--- src/rtl/apb_arb_pkg.sv ---
// Shared types and widths for the APB request arbiter.
package apb_arb_pkg;
    localparam int ADDR_W = 12;
    localparam int DATA_W = 32;
    localparam int STRB_W = 4;

    typedef enum logic [1:0] {
        ST_IDLE   = 2'd0,
        ST_SETUP  = 2'd1,
        ST_ACCESS = 2'd2,
        ST_RESP   = 2'd3
    } arb_state_t;
endpackage

--- src/rtl/apb_req_arbiter_rr.sv ---
// Round-robin grant selection; the pointer only moves when a grant is taken.
module rr_arbiter #(
    parameter int NREQ = 2,
    localparam int IDX_W = (NREQ > 1) ? $clog2(NREQ) : 1
) (
    input  logic             pclk,
    input  logic             preset,
    input  logic [NREQ-1:0]  req,
    input  logic             adv,
    output logic [NREQ-1:0]  gnt,
    output logic [IDX_W-1:0] gnt_idx
);
    logic [IDX_W-1:0] last_q;
    logic [IDX_W-1:0] cand;

    // Walk from the farthest candidate to the nearest so the nearest requester wins.
    always_comb begin
        gnt     = '0;
        gnt_idx = '0;
        cand    = '0;
        for (int k = NREQ; k >= 1; k--) begin
            cand = IDX_W'((int'(last_q) + k) % NREQ);
            if (req[cand]) begin
                gnt       = '0;
                gnt[cand] = 1'b1;
                gnt_idx   = cand;
            end
        end
    end

    always_ff @(posedge pclk) begin
        if (preset) begin
            last_q <= IDX_W'(NREQ - 1);
        end else if (adv) begin
            last_q <= gnt_idx;
        end
    end
endmodule

--- src/rtl/apb_req_arbiter.sv ---
// Multi-requester front end sharing one APB slave, with misalignment and timeout aborts.
//   state     | meaning
//   ST_IDLE   | arbitrate; grant captures the request
//   ST_SETUP  | psel=1, penable=0 for one cycle
//   ST_ACCESS | psel=1, penable=1 until pready or timeout
//   ST_RESP   | one-cycle rsp_valid to the owner
module apb_req_arbiter
    import apb_arb_pkg::*;
#(
    parameter int NREQ    = 2,
    parameter int TIMEOUT = 16
) (
    input  logic                     pclk,
    input  logic                     preset,
    input  logic [NREQ-1:0]          req_valid,
    output logic [NREQ-1:0]          req_ready,
    input  logic [NREQ*ADDR_W-1:0]   req_addr,
    input  logic [NREQ-1:0]          req_write,
    input  logic [NREQ*DATA_W-1:0]   req_wdata,
    input  logic [NREQ*STRB_W-1:0]   req_strb,
    output logic [NREQ-1:0]          rsp_valid,
    output logic [DATA_W-1:0]        rsp_rdata,
    output logic                     rsp_err,
    output logic                     psel,
    output logic                     penable,
    output logic                     pwrite,
    output logic [ADDR_W-1:0]        paddr,
    output logic [DATA_W-1:0]        pwdata,
    output logic [STRB_W-1:0]        pstrb,
    input  logic                     pready,
    input  logic                     pslverr,
    input  logic [DATA_W-1:0]        prdata
);
    localparam int IDX_W = (NREQ > 1) ? $clog2(NREQ) : 1;
    localparam int CNT_W = (TIMEOUT > 1) ? $clog2(TIMEOUT) : 1;

    arb_state_t        state_q, state_d;
    logic [NREQ-1:0]   gnt, owner_q;
    logic [IDX_W-1:0]  gnt_idx;
    logic              grant_en;
    logic [ADDR_W-1:0] gnt_addr, addr_q;
    logic              write_q, err_q;
    logic [DATA_W-1:0] wdata_q, rdata_q;
    logic [STRB_W-1:0] strb_q;
    logic [CNT_W-1:0]  cnt_q;
    logic              tmo;

    rr_arbiter #(.NREQ(NREQ)) u_rr (
        .pclk    (pclk),
        .preset  (preset),
        .req     (req_valid),
        .adv     (grant_en),
        .gnt     (gnt),
        .gnt_idx (gnt_idx)
    );

    assign grant_en = (state_q == ST_IDLE) && (|req_valid) && !preset;
    assign gnt_addr = req_addr[gnt_idx*ADDR_W +: ADDR_W];
    assign tmo      = (cnt_q == '0);

    always_comb begin
        state_d = state_q;
        unique case (state_q)
            ST_IDLE:   if (grant_en) state_d = (gnt_addr[1:0] != 2'b00) ? ST_RESP : ST_SETUP;
            ST_SETUP:  state_d = ST_ACCESS;
            ST_ACCESS: if (pready || tmo) state_d = ST_RESP;
            ST_RESP:   state_d = ST_IDLE;
            default:   state_d = ST_IDLE;
        endcase
    end

    always_ff @(posedge pclk) begin
        if (preset) begin
            state_q <= ST_IDLE;
            owner_q <= '0;
            addr_q  <= '0;
            write_q <= 1'b0;
            wdata_q <= '0;
            strb_q  <= '0;
            rdata_q <= '0;
            err_q   <= 1'b0;
            cnt_q   <= '0;
        end else begin
            state_q <= state_d;
            case (state_q)
                ST_IDLE: if (grant_en) begin
                    owner_q <= gnt;
                    addr_q  <= gnt_addr;
                    write_q <= req_write[gnt_idx];
                    wdata_q <= req_wdata[gnt_idx*DATA_W +: DATA_W];
                    strb_q  <= req_write[gnt_idx] ? req_strb[gnt_idx*STRB_W +: STRB_W] : '0;
                    rdata_q <= '0;
                    err_q   <= (gnt_addr[1:0] != 2'b00);
                end
                ST_SETUP: cnt_q <= CNT_W'(TIMEOUT - 1);
                // pready on the final allowed cycle still completes normally
                ST_ACCESS: begin
                    if (pready) begin
                        rdata_q <= write_q ? '0 : prdata;
                        err_q   <= pslverr;
                    end else if (tmo) begin
                        rdata_q <= '0;
                        err_q   <= 1'b1;
                    end else begin
                        cnt_q <= cnt_q - 1'b1;
                    end
                end
                default: ;
            endcase
        end
    end

    assign psel      = (state_q == ST_SETUP) || (state_q == ST_ACCESS);
    assign penable   = (state_q == ST_ACCESS);
    assign pwrite    = write_q;
    assign paddr     = addr_q;
    assign pwdata    = wdata_q;
    assign pstrb     = strb_q;
    assign req_ready = grant_en ? gnt : '0;
    assign rsp_valid = (state_q == ST_RESP) ? owner_q : '0;
    assign rsp_rdata = (state_q == ST_RESP) ? rdata_q : '0;
    assign rsp_err   = (state_q == ST_RESP) && err_q;
endmodule

--- config.mk ---
export PLATFORM = sky130hd
export DESIGN_NAME = apb_req_arbiter
export DESIGN_NICKNAME = d
export VERILOG_FILES = /design/src/rtl/apb_arb_pkg.sv /design/src/rtl/apb_req_arbiter_rr.sv /design/src/rtl/apb_req_arbiter.sv
export SDC_FILE = /design/constraint.sdc
export NUM_CORES = 1
export LEC_CHECK = 0
export ABC_AREA = 1
export BUFFER_PORTS_ARGS = -buffer_cell sky130_fd_sc_hd__buf_2
export CAP_MARGIN = 15
export CORE_MARGIN = 2
export CORE_UTILIZATION = 49
export CTS_CLUSTER_SIZE = 14
export DETAILED_ROUTE_END_ITERATION = 6
export PLACE_DENSITY = 0.92
export REMOVE_ABC_BUFFERS = 1
export SYNTH_ARGS = -nofsm -noshare
export SYNTH_HDL_FRONTEND = slang
export SYNTH_SLANG_ARGS = --single-unit
--- constraint.sdc ---
create_clock -name pclk -period 2.7 [get_ports pclk]
set_input_delay 0 -clock pclk [delete_from_list [all_inputs] [get_ports pclk]]
set_output_delay 0 -clock pclk [all_outputs]
set_load 0.01 [all_outputs]
==> results.sh, run 1 <==
export IMPL_tightest_slew_ps=744
export IMPL_portBuffers=223
export IMPL_crit_start="u_rr.last_q"
export IMPL_synth_edf_count=0
export IMPL_maxSlewHeadroom=0.503
export IMPL_fin_area_mm2=0.00637
export IMPL_worst_ep_required_time_ps=3000
export IMPL_multiInputGateArea_mm2=0.00208
export IMPL_synth_compound_area_share=0.119
export IMPL_numClockSinks=91
export IMPL_fin_total_pwr_w=0.00492
export IMPL_drc=0
export IMPL_rsz0062_at_grt="no"
export IMPL_period_minus_slack_ps=2370
export IMPL_cts_buffers=9
export IMPL_hold_start="prdata[29]"
export IMPL_postSynthCellCount=707
export IMPL_gr_total_overflow=0
export IMPL_crit_path_start_kind="flip-flop"
export IMPL_rows=34
export IMPL_core_area_mm2=0.00872
export IMPL_worstPathCellList="nand2_1 -> nand2_2 -> inv_2 -> nand2_1 -> nand2_1 -> dlygate4sd3_1 -> inv_1 -> nor2_1 -> nand2_1 -> nand2_1"
export IMPL_gp_congestion=0.852
export IMPL_critPathMostFrequentCell="nand2_1"
export IMPL_clk_pin_slew_ps=90
export IMPL_synth_xor_area_frac=0
export IMPL_power_density_mw_per_mm2=773
export IMPL_cts_tree="built"
export IMPL_detail_route_antenna_nets=0
export IMPL_antenna_found_initial=0
export IMPL_r2r_start="u_rr.last_q"
export IMPL_synth_fa_ha_area_frac=0.0170
export IMPL_arrival_ps=2670
export IMPL_path_max_fanout=41
export IMPL_synth_cell_types=22
export IMPL_synth_top_family_by_area="simple AND/OR/NAND/NOR gates"
export IMPL_finalSetupTns_ps=0
export IMPL_holdCritPathClass="in2reg"
export IMPL_worstReg2RegEnd="pstrb[0]"
export IMPL_setup_reg_to_reg_worst_slack_ps=330
export IMPL_ys_warn_count=0
export IMPL_first_iter_violations=277
export IMPL_via_per_inst=5.06
export IMPL_fin_nets=1115
export IMPL_cap_viol_max_count=0
export IMPL_diodes=0
export IMPL_yosysMostFrequentCell="nand2_1"
export IMPL_setup_worst_path_class="reg2reg"
export IMPL_ir_drop_mv=0.382
export IMPL_status="completed"
export IMPL_dpl_cell_area_mm2=0.00555
export IMPL_leakage_nw=3.63
export IMPL_synthTopCellsByCount="191 x nand2_1, 157 x nor2_1, 91 x dfxtp_1"
export IMPL_insertion_delay_ps=350
export IMPL_drive_above_1_share=0.262
export IMPL_reg2reg_depth=10
export IMPL_muxShareOfSynthArea=0
export IMPL_drt_wirelength_per_cell_um=13.8
export IMPL_grt_pass1_vias=5381
export IMPL_wirelength_um=15000
export IMPL_cpMaxStageDelayCell="dlygate4sd3_1"
export IMPL_cp_end_kind="flip-flop"
export IMPL_maxSlewViolCount=0
export IMPL_postSynthAreaPerCell_um2=6.26
export IMPL_grt_usage=0.302
export IMPL_synth_area_top_cells="dfxtp_1 41%, nand2_1 16%, nor2_1 13%, inv_1 7.6%, o21ai_0 7.2%"
export IMPL_fillers=699
export IMPL_cts_buffer_depth=2
export IMPL_fmaxAchievable_mhz=422
export IMPL_synth_seq_area_share=0.412
export IMPL_grt_pass1_wl_um=23800
export IMPL_syn_to_final_growth_pct=43.9
export IMPL_dr_pass1_iters=7
export IMPL_min_to="rdata_q[29]"
export IMPL_ys_flop_type="dfxtp_1"
export IMPL_vias=5497
export IMPL_synth_top_area_share=0.412
export IMPL_initial_core_util=0.507
export IMPL_grt_max_degree=45
export IMPL_slowest_delay_ps=560
export IMPL_dp_hpwl_um=9140
export IMPL_hold_depth=5
export IMPL_cts_htree_levels=3
export IMPL_finalHoldViolations=0
export IMPL_setup_viol=0
export IMPL_fin_crit_sh=0.878
export IMPL_clock_root_buffer="clkbuf_8"
export IMPL_chipWidth_um=99.0
export IMPL_netlist_area_mm2=0.00442
export IMPL_yosys_register_bits=91
export IMPL_synthSimpleGateAreaFrac=0.334
export IMPL_dieArea_mm2=0.00980
export IMPL_async_flop_share=0
export IMPL_synth_top_area_cell="dfxtp_1"
export IMPL_fin_worst_skew_ps=14.2
export IMPL_seq_area_mm2=0.00182
export IMPL_ioPinCount=224
export IMPL_die_h_um=99.0
stage by stage:
stage	worst slack (ps)	utilization	cells	hold WS, ps
final	328	0.730	1086	11.0
after global routing	161	0.730	1086	22.2
after CTS	461	0.730	1086	2.52
after detailed placement	756	0.637	1009	205
after global placement	802	0.637	1009	202
after floorplan	833	-	672	69.1
state kept, by name, summed over array words and instances, names as in the netlist:
name	flops
cnt_q	4
pwdata	32
err_q	1
paddr	12
owner_q	2
pwrite	1
rdata_q	32
u_rr.last_q	1
pstrb	4
state_q	2
power by group:
group	switching [W]	internal, W
Clock	0.000480	0.000457
Sequential	0.000216	0.00175
Combinational	0.00125	0.000767
critical path, delay by kind of cell, from the launching register on:
kind	cells	cell delay, ps
buffers and inverters	3	1160
DFF	1	310
and+or+nand+nor	7	850
layer usage:
| layer | global-route usage | up-vias | wire (µm) |
|---|---|---|---|
| met4 | 0.194 | 0 | 978 |
| li1 | - | 2671 | - |
| met2 | 0.534 | 309 | 7330 |
| met5 | 0 | - | 0 |
| met1 | 0.314 | 2424 | 5450 |
| met3 | 0.0823 | 93 | 1280 |
logic make-up (layout without fill, tap and decap cells):
group           Yosys count  count (layout)
fa+ha+maj                 6               6
buf+inv                 129             400
simple gates            376             376
compound gates          105             105
flops                    91              91
cell usage in the layout (no fill, tap or decap):
cell type      netlist  final
a21oi_1             40     40
buf_2               12    223
buf_4                0      6
bufinv_16            0      1
clkbuf_1            20      1
clkbuf_8             0     10
clkinv_1             1      1
clkinv_4             0      2
clkinvlp_4           0      2
dfxtp_1             91     91
dlygate4sd3_1        0     61
ha_1                 6      6
inv_1               89     89
inv_2                3      3
inv_4                1      1
nand2_1            191    191
nand2_2              4      4
nand3_1             18     18
nand3_4              1      1
nand3b_1             1      1
nand4_1              1      1
nor2_1             157    157
nor2_2               1      1
nor2_4               1      1
o21ai_0             64     64
o22ai_1              1      1
or2_2                1      1
final cells by class:
class | instances | area share
clock inverter | 5 | 0.00983
clock buffer | 11 | 0.0222
sequential | 91 | 0.286
tap | 108 | 0.0212
multi-input combinational | 487 | 0.326
inverter | 94 | 0.0558
timing repair buffer | 290 | 0.278
worst max-delay path by stage:
stage / to / cells after the start / slack [ps]
floorplan: err_q / 7 / 830
global placement: pwdata[1] / 7 / 800
detailed placement: pwdata[1] / 7 / 760
CTS: paddr[2] / 8 / 460
global route: pstrb[0] / 10 / 160
finish: pstrb[0] / 10 / 330
timing repair:
action / 4_1_cts / 5_1_grt
hold buffers: 61 / 0
resized for setup: 0 / 0
endpoints found under the hold margin: 46 / 0
buffers inserted: 0 / 0
Note: power is estimated with default switching activity, not from simulation.
==> run 2: changes to the inputs <==
Clock period 2.7 ns to 3.08 ns, I/O delays scaled along.
==> run 2 against run 1 <==
Largest power group unchanged. Cell area is 0.73% lower. Global-route usage up 0.43 points. Fmax down 8.7%. Non-clock buffer count is 4 lower. Largest cell class unchanged. Cell count is 0.46% lower. Setup slack improved by 150 ps. Sequential power shrank 12%.
==> results.sh, run 2 (synthesis gave the netlist of run 1 again) <==
export IMPL_status="completed"
export IMPL_rsz0062_at_grt="no"
export IMPL_insertion_delay_ps=350
export IMPL_tightest_slew_ps=743
export IMPL_maxSlewViolCount=0
export IMPL_arrival_ps=2890
export IMPL_cts_buffer_depth=2
export IMPL_portBuffers=223
export IMPL_cts_buffers=9
export IMPL_cap_viol_max_count=0
export IMPL_maxSlewHeadroom=0.504
export IMPL_period_minus_slack_ps=2600
export IMPL_vias=5536
export IMPL_wl_met3_um=1350
export IMPL_power_density_mw_per_mm2=685
export IMPL_dp_hpwl_um=9400
export IMPL_clk_pin_slew_ps=90
export IMPL_grt_usage=0.306
export IMPL_path_max_fanout=27
export IMPL_syn_to_final_growth_pct=42.8
export IMPL_first_iter_violations=251
export IMPL_finalSetupTns_ps=0
export IMPL_wl_met2_um=7500
export IMPL_setup_worst_path_class="reg2reg"
export IMPL_dr_pass1_iters=6
export IMPL_antenna_found_initial=0
export IMPL_drc=0
export IMPL_fin_worst_skew_ps=17.8
export IMPL_p_sw_w=0.00175
export IMPL_wirelength_um=15300
export IMPL_gr_total_overflow=0
export IMPL_core_area_mm2=0.00872
export IMPL_clock_power_share=0.190
export IMPL_die_h_um=99.0
export IMPL_cts_htree_levels=3
export IMPL_finalHoldViolations=0
export IMPL_fin_nets=1111
export IMPL_grt_max_degree=45
export IMPL_chipWidth_um=99.0
export IMPL_ir_drop_mv=0.493
export IMPL_swShare=0.404
export IMPL_grt_pass1_vias=5491
export IMPL_via_per_inst=5.12
export IMPL_dieArea_mm2=0.00980
export IMPL_holdCritPathClass="in2reg"
export IMPL_rows=34
export IMPL_cp_end_kind="flip-flop"
export IMPL_leakage_nw=3.61
export IMPL_numClockSinks=91
export IMPL_drive_above_1_share=0.262
export IMPL_whs_ps=17.7
export IMPL_drt_wirelength_per_cell_um=14.1
export IMPL_power_frac_seq=0.401
export IMPL_dr_max_layer_used="met4"
export IMPL_fin_crit_sh=0.844
export IMPL_setup_reg_to_reg_worst_slack_ps=480
export IMPL_ioPinCount=224
export IMPL_final_common_cell="buf_2"
export IMPL_gp_congestion=0.885
export IMPL_power_frac_comb=0.410
export IMPL_cts_tree="built"
export IMPL_postCtsSetupBuffers=0
export IMPL_post_cts_resize_count=0
export IMPL_post_route_util=0.725
export IMPL_setup_viol=0
export IMPL_clock_root_buffer="clkbuf_8"
export IMPL_grt_pass1_wl_um=24400
export IMPL_worst_ep_required_time_ps=3370
export IMPL_wl_met1_um=5470
export IMPL_fmaxAchievable_mhz=385
export IMPL_dpl_cell_area_mm2=0.00554
export IMPL_fin_area_mm2=0.00632
export IMPL_layout_common_cells="223 x buf_2, 191 x nand2_1, 157 x nor2_1, 91 x dfxtp_1, 89 x inv_1"
export IMPL_detail_route_antenna_nets=0
export IMPL_initial_core_util=0.507
export IMPL_diodes=0
export IMPL_crit_path_start_kind="flip-flop"
export IMPL_p_int_w=0.00258
[run 2: area by class of cell]
| type | instances | area (µm²) |
|---|---|---|
| inverter | 94 | 355 |
| fill | 673 | 2400 |
| tap | 108 | 135 |
| timing repair buffer | 286 | 1730 |
| clock buffer | 9 | 124 |
| clock inverter | 6 | 71.3 |
| sequential | 91 | 1820 |
| multi-input combinational | 487 | 2080 |
[run 2: power by group through the flow]
stage | Combinational [W] | Clock (W) | Sequential (W)
floorplan | 0.00101 | 0 | 0.00177
global placement | 0.00158 | 0 | 0.00174
detailed placement | 0.00163 | 0 | 0.00175
CTS | 0.00172 | 0.000823 | 0.00173
global route | 0.00200 | 0.000868 | 0.00178
finish | 0.00177 | 0.000820 | 0.00173
[run 2: routing by layer]
layer  vias to the layer above  global-route usage
met5                         -                   0
met4                         0               0.185
met3                        94              0.0894
met2                       331               0.538
met1                      2445               0.322
li1                       2666                   -
[run 2: per-stage QoR]
stage / std cells / setup WS [ps] / power [W]
2_1_floorplan: 672 / 1210 / 0.00279
3_3_place_gp: 1008 / 1120 / 0.00331
3_5_place_dp: 1008 / 1070 / 0.00338
4_1_cts: 1081 / 526 / 0.00427
5_1_grt: 1081 / 202 / 0.00464
6_report: 1081 / 481 / 0.00433
[run 2: worst paths after layout]
kind,from,to,depth (start not counted)
setup / recovery,state_q[0],paddr[9],8
hold / removal,req_write[1],pwrite,5
setup reg to reg,state_q[0],paddr[9],8
hold reg to reg,pstrb[0],pstrb[0],2
[run 2: repair_timing]
action                                  in CTS  in global routing
endpoints found under the hold margin       44                  0
endpoints found under the setup margin       0                  0
hold buffers                                58                  0
[run 2: critical path, stage by stage, from the launching register on]
cell	delay (ps)
dfxtp_1	360
inv_1	100
ha_1	280
nand2_2	420
nand2_1	180
inv_1	410
nand2_1	110
nand3_1	100
dlygate4sd3_1	560
==> run 3: changes to the inputs <==
Settings changed: CORE_UTILIZATION 49 to 41, PLACE_DENSITY 0.92 to 0.83.
Clock period 3.08 ns to 2.36 ns, I/O delays scaled along.
==> run 3 against run 2 <==
Cell count grew 3.9%. Largest cell class unchanged. Critical path type unchanged. Die area grew 19%. Count of clock-buffer cells in the layout grew 3. Critical path depth is the same. Sequential power grew 30%.
==> results.sh, run 3 (synthesis gave the netlist of run 1 again) <==
export IMPL_insertion_delay_ps=350
export IMPL_min_to="rdata_q[4]"
export IMPL_worst_ep_required_time_ps=2660
export IMPL_period_minus_slack_ps=2210
export IMPL_numClockSinks=91
export IMPL_fin_ws_ps=149
export IMPL_finalHoldViolations=0
export IMPL_cts_tree="built"
export IMPL_ir_drop_mv=0.439
export IMPL_final_common_cell="buf_2"
export IMPL_cts_buffers=9
export IMPL_post_route_util=0.623
export IMPL_drt_wirelength_per_cell_um=12.9
export IMPL_fin_worst_skew_ps=9.74
export IMPL_vias=5342
export IMPL_syn_to_final_growth_pct=46.6
export IMPL_portBuffers=223
export IMPL_diodes=0
export IMPL_cp_end_kind="flip-flop"
export IMPL_leakage_nw=3.67
export IMPL_critPathTopFamily="buffers and inverters"
export IMPL_gp_congestion=0.829
export IMPL_die_h_um=108
export IMPL_clk_pin_slew_ps=90
export IMPL_layout_common_cells="223 x buf_2, 191 x nand2_1, 157 x nor2_1, 91 x dfxtp_1, 89 x inv_1"
export IMPL_chipWidth_um=108
export IMPL_hold_depth=5
export IMPL_cts_buffer_depth=2
export IMPL_antenna_found_initial=1
export IMPL_whs_ps=9.62
export IMPL_crit_path_start_kind="flip-flop"
export IMPL_drc=0
export IMPL_cts_htree_levels=3
export IMPL_place_ws_ps=621
export IMPL_layout_cells_non_filler=1123
export IMPL_maxSlewHeadroom=0.700
export IMPL_setup_worst_path_class="reg2reg"
export IMPL_rsz0062_at_grt="no"
export IMPL_clock_root_buffer="clkbuf_8"
export IMPL_path_max_fanout=21
export IMPL_dr_pass1_iters=5
export IMPL_cap_viol_max_count=0
export IMPL_dp_hpwl_um=9210
export IMPL_wirelength_um=14500
export IMPL_holdCritPathClass="in2reg"
export IMPL_worstReg2RegEnd="pwdata[22]"
export IMPL_setup_viol=0
export IMPL_maxSlewViolCount=0
export IMPL_multiInputGateArea_mm2=0.00208
export IMPL_gr_total_overflow=0
export IMPL_dieArea_mm2=0.0116
export IMPL_ioPinCount=224
export IMPL_arrival_ps=2510
export IMPL_fmaxAchievable_mhz=452
export IMPL_worstPathCellList="inv_1 -> ha_1 -> nand3_4 -> buf_4 -> nor2_2 -> nand2_1 -> nand3_1 -> dlygate4sd3_1"
export IMPL_path_buf_inv=3
export IMPL_grt_pass1_wl_um=23400
export IMPL_core_area_mm2=0.0104
export IMPL_status="completed"
export IMPL_drive_above_1_share=0.262
export IMPL_reg2reg_depth=8
export IMPL_fin_crit_sh=0.937
export IMPL_rows=37
export IMPL_finalSetupTns_ps=0
export IMPL_cpMaxStageDelayCell="dlygate4sd3_1"
export IMPL_power_density_mw_per_mm2=864
export IMPL_grt_usage=0.251
export IMPL_placedCellCount=1040
export IMPL_r2r_start="state_q[0]"
export IMPL_tightest_slew_ps=450
export IMPL_setup_reg_to_reg_worst_slack_ps=150
export IMPL_fin_nets=1124
export IMPL_grt_pass1_vias=5186
export IMPL_detail_route_antenna_nets=0
export IMPL_hold_start="prdata[4]"
export IMPL_grt_max_degree=45
export IMPL_seq_area_mm2=0.00182
export IMPL_via_per_inst=4.76
export IMPL_slowest_delay_ps=540
export IMPL_first_iter_violations=246
export IMPL_initial_core_util=0.425
export IMPL_fillers=952
-- run 3: tightest hold or removal path: stages --
cell and delay, ps:
buf_2 70, inv_1 30, nor2_1 80, o21ai_0 80
nor2_1 70
-- run 3: layout make-up --
type,instances,share of cell area
clock inverter,4,0.00521
sequential,91,0.281
timing repair buffer,299,0.288
multi-input combinational,487,0.320
inverter,94,0.0552
clock buffer,12,0.0239
tap,136,0.0262
-- run 3: power breakdown --
| part | internal (W) | total, W | switching (W) |
|---|---|---|---|
| sequential | 0.00201 | 0.00225 | 0.000238 |
| combinational | 0.000921 | 0.00235 | 0.00143 |
| clock | 0.000449 | 0.00101 | 0.000559 |
-- run 3: stage by stage --
step,area [µm²],total power (W)
finish,6490,0.00560
global route,6490,0.00608
CTS,6480,0.00559
detailed placement,5620,0.00443
global placement,5620,0.00438
floorplan,4260,0.00364
-- run 3: how the worst max path moves through the flow --
stage | from | to | slack [ps] | cells after the start
after CTS | u_rr.last_q | pstrb[0] | 130 | 10
after floorplan | state_q[0] | err_q | 490 | 7
after detailed placement | state_q[0] | rdata_q[31] | 620 | 8
final | state_q[0] | pwdata[22] | 150 | 8
after global placement | state_q[0] | err_q | 680 | 7
after global routing | state_q[0] | paddr[3] | 10 | 8
-- run 3: what timing repair did --
| item | CTS | global route |
|---|---|---|
| hold buffers | 67 | 0 |
| endpoints found under the setup margin | 0 | 4 |
| buffers inserted | 0 | 0 |
| hold endpoints to repair | 47 | 0 |
| gates resized for setup | 0 | 3 |
-- run 3: per-layer routing --
| metal | track usage | vias to the layer above | part of all wire |
|---|---|---|---|
| met5 | 0 | - | 0.00076 |
| met1 | 0.284 | 2388 | 0.39 |
| met3 | 0.0527 | 50 | 0.073 |
| met2 | 0.444 | 215 | 0.50 |
| met4 | 0.122 | 2 | 0.037 |
| li1 | - | 2687 | - |
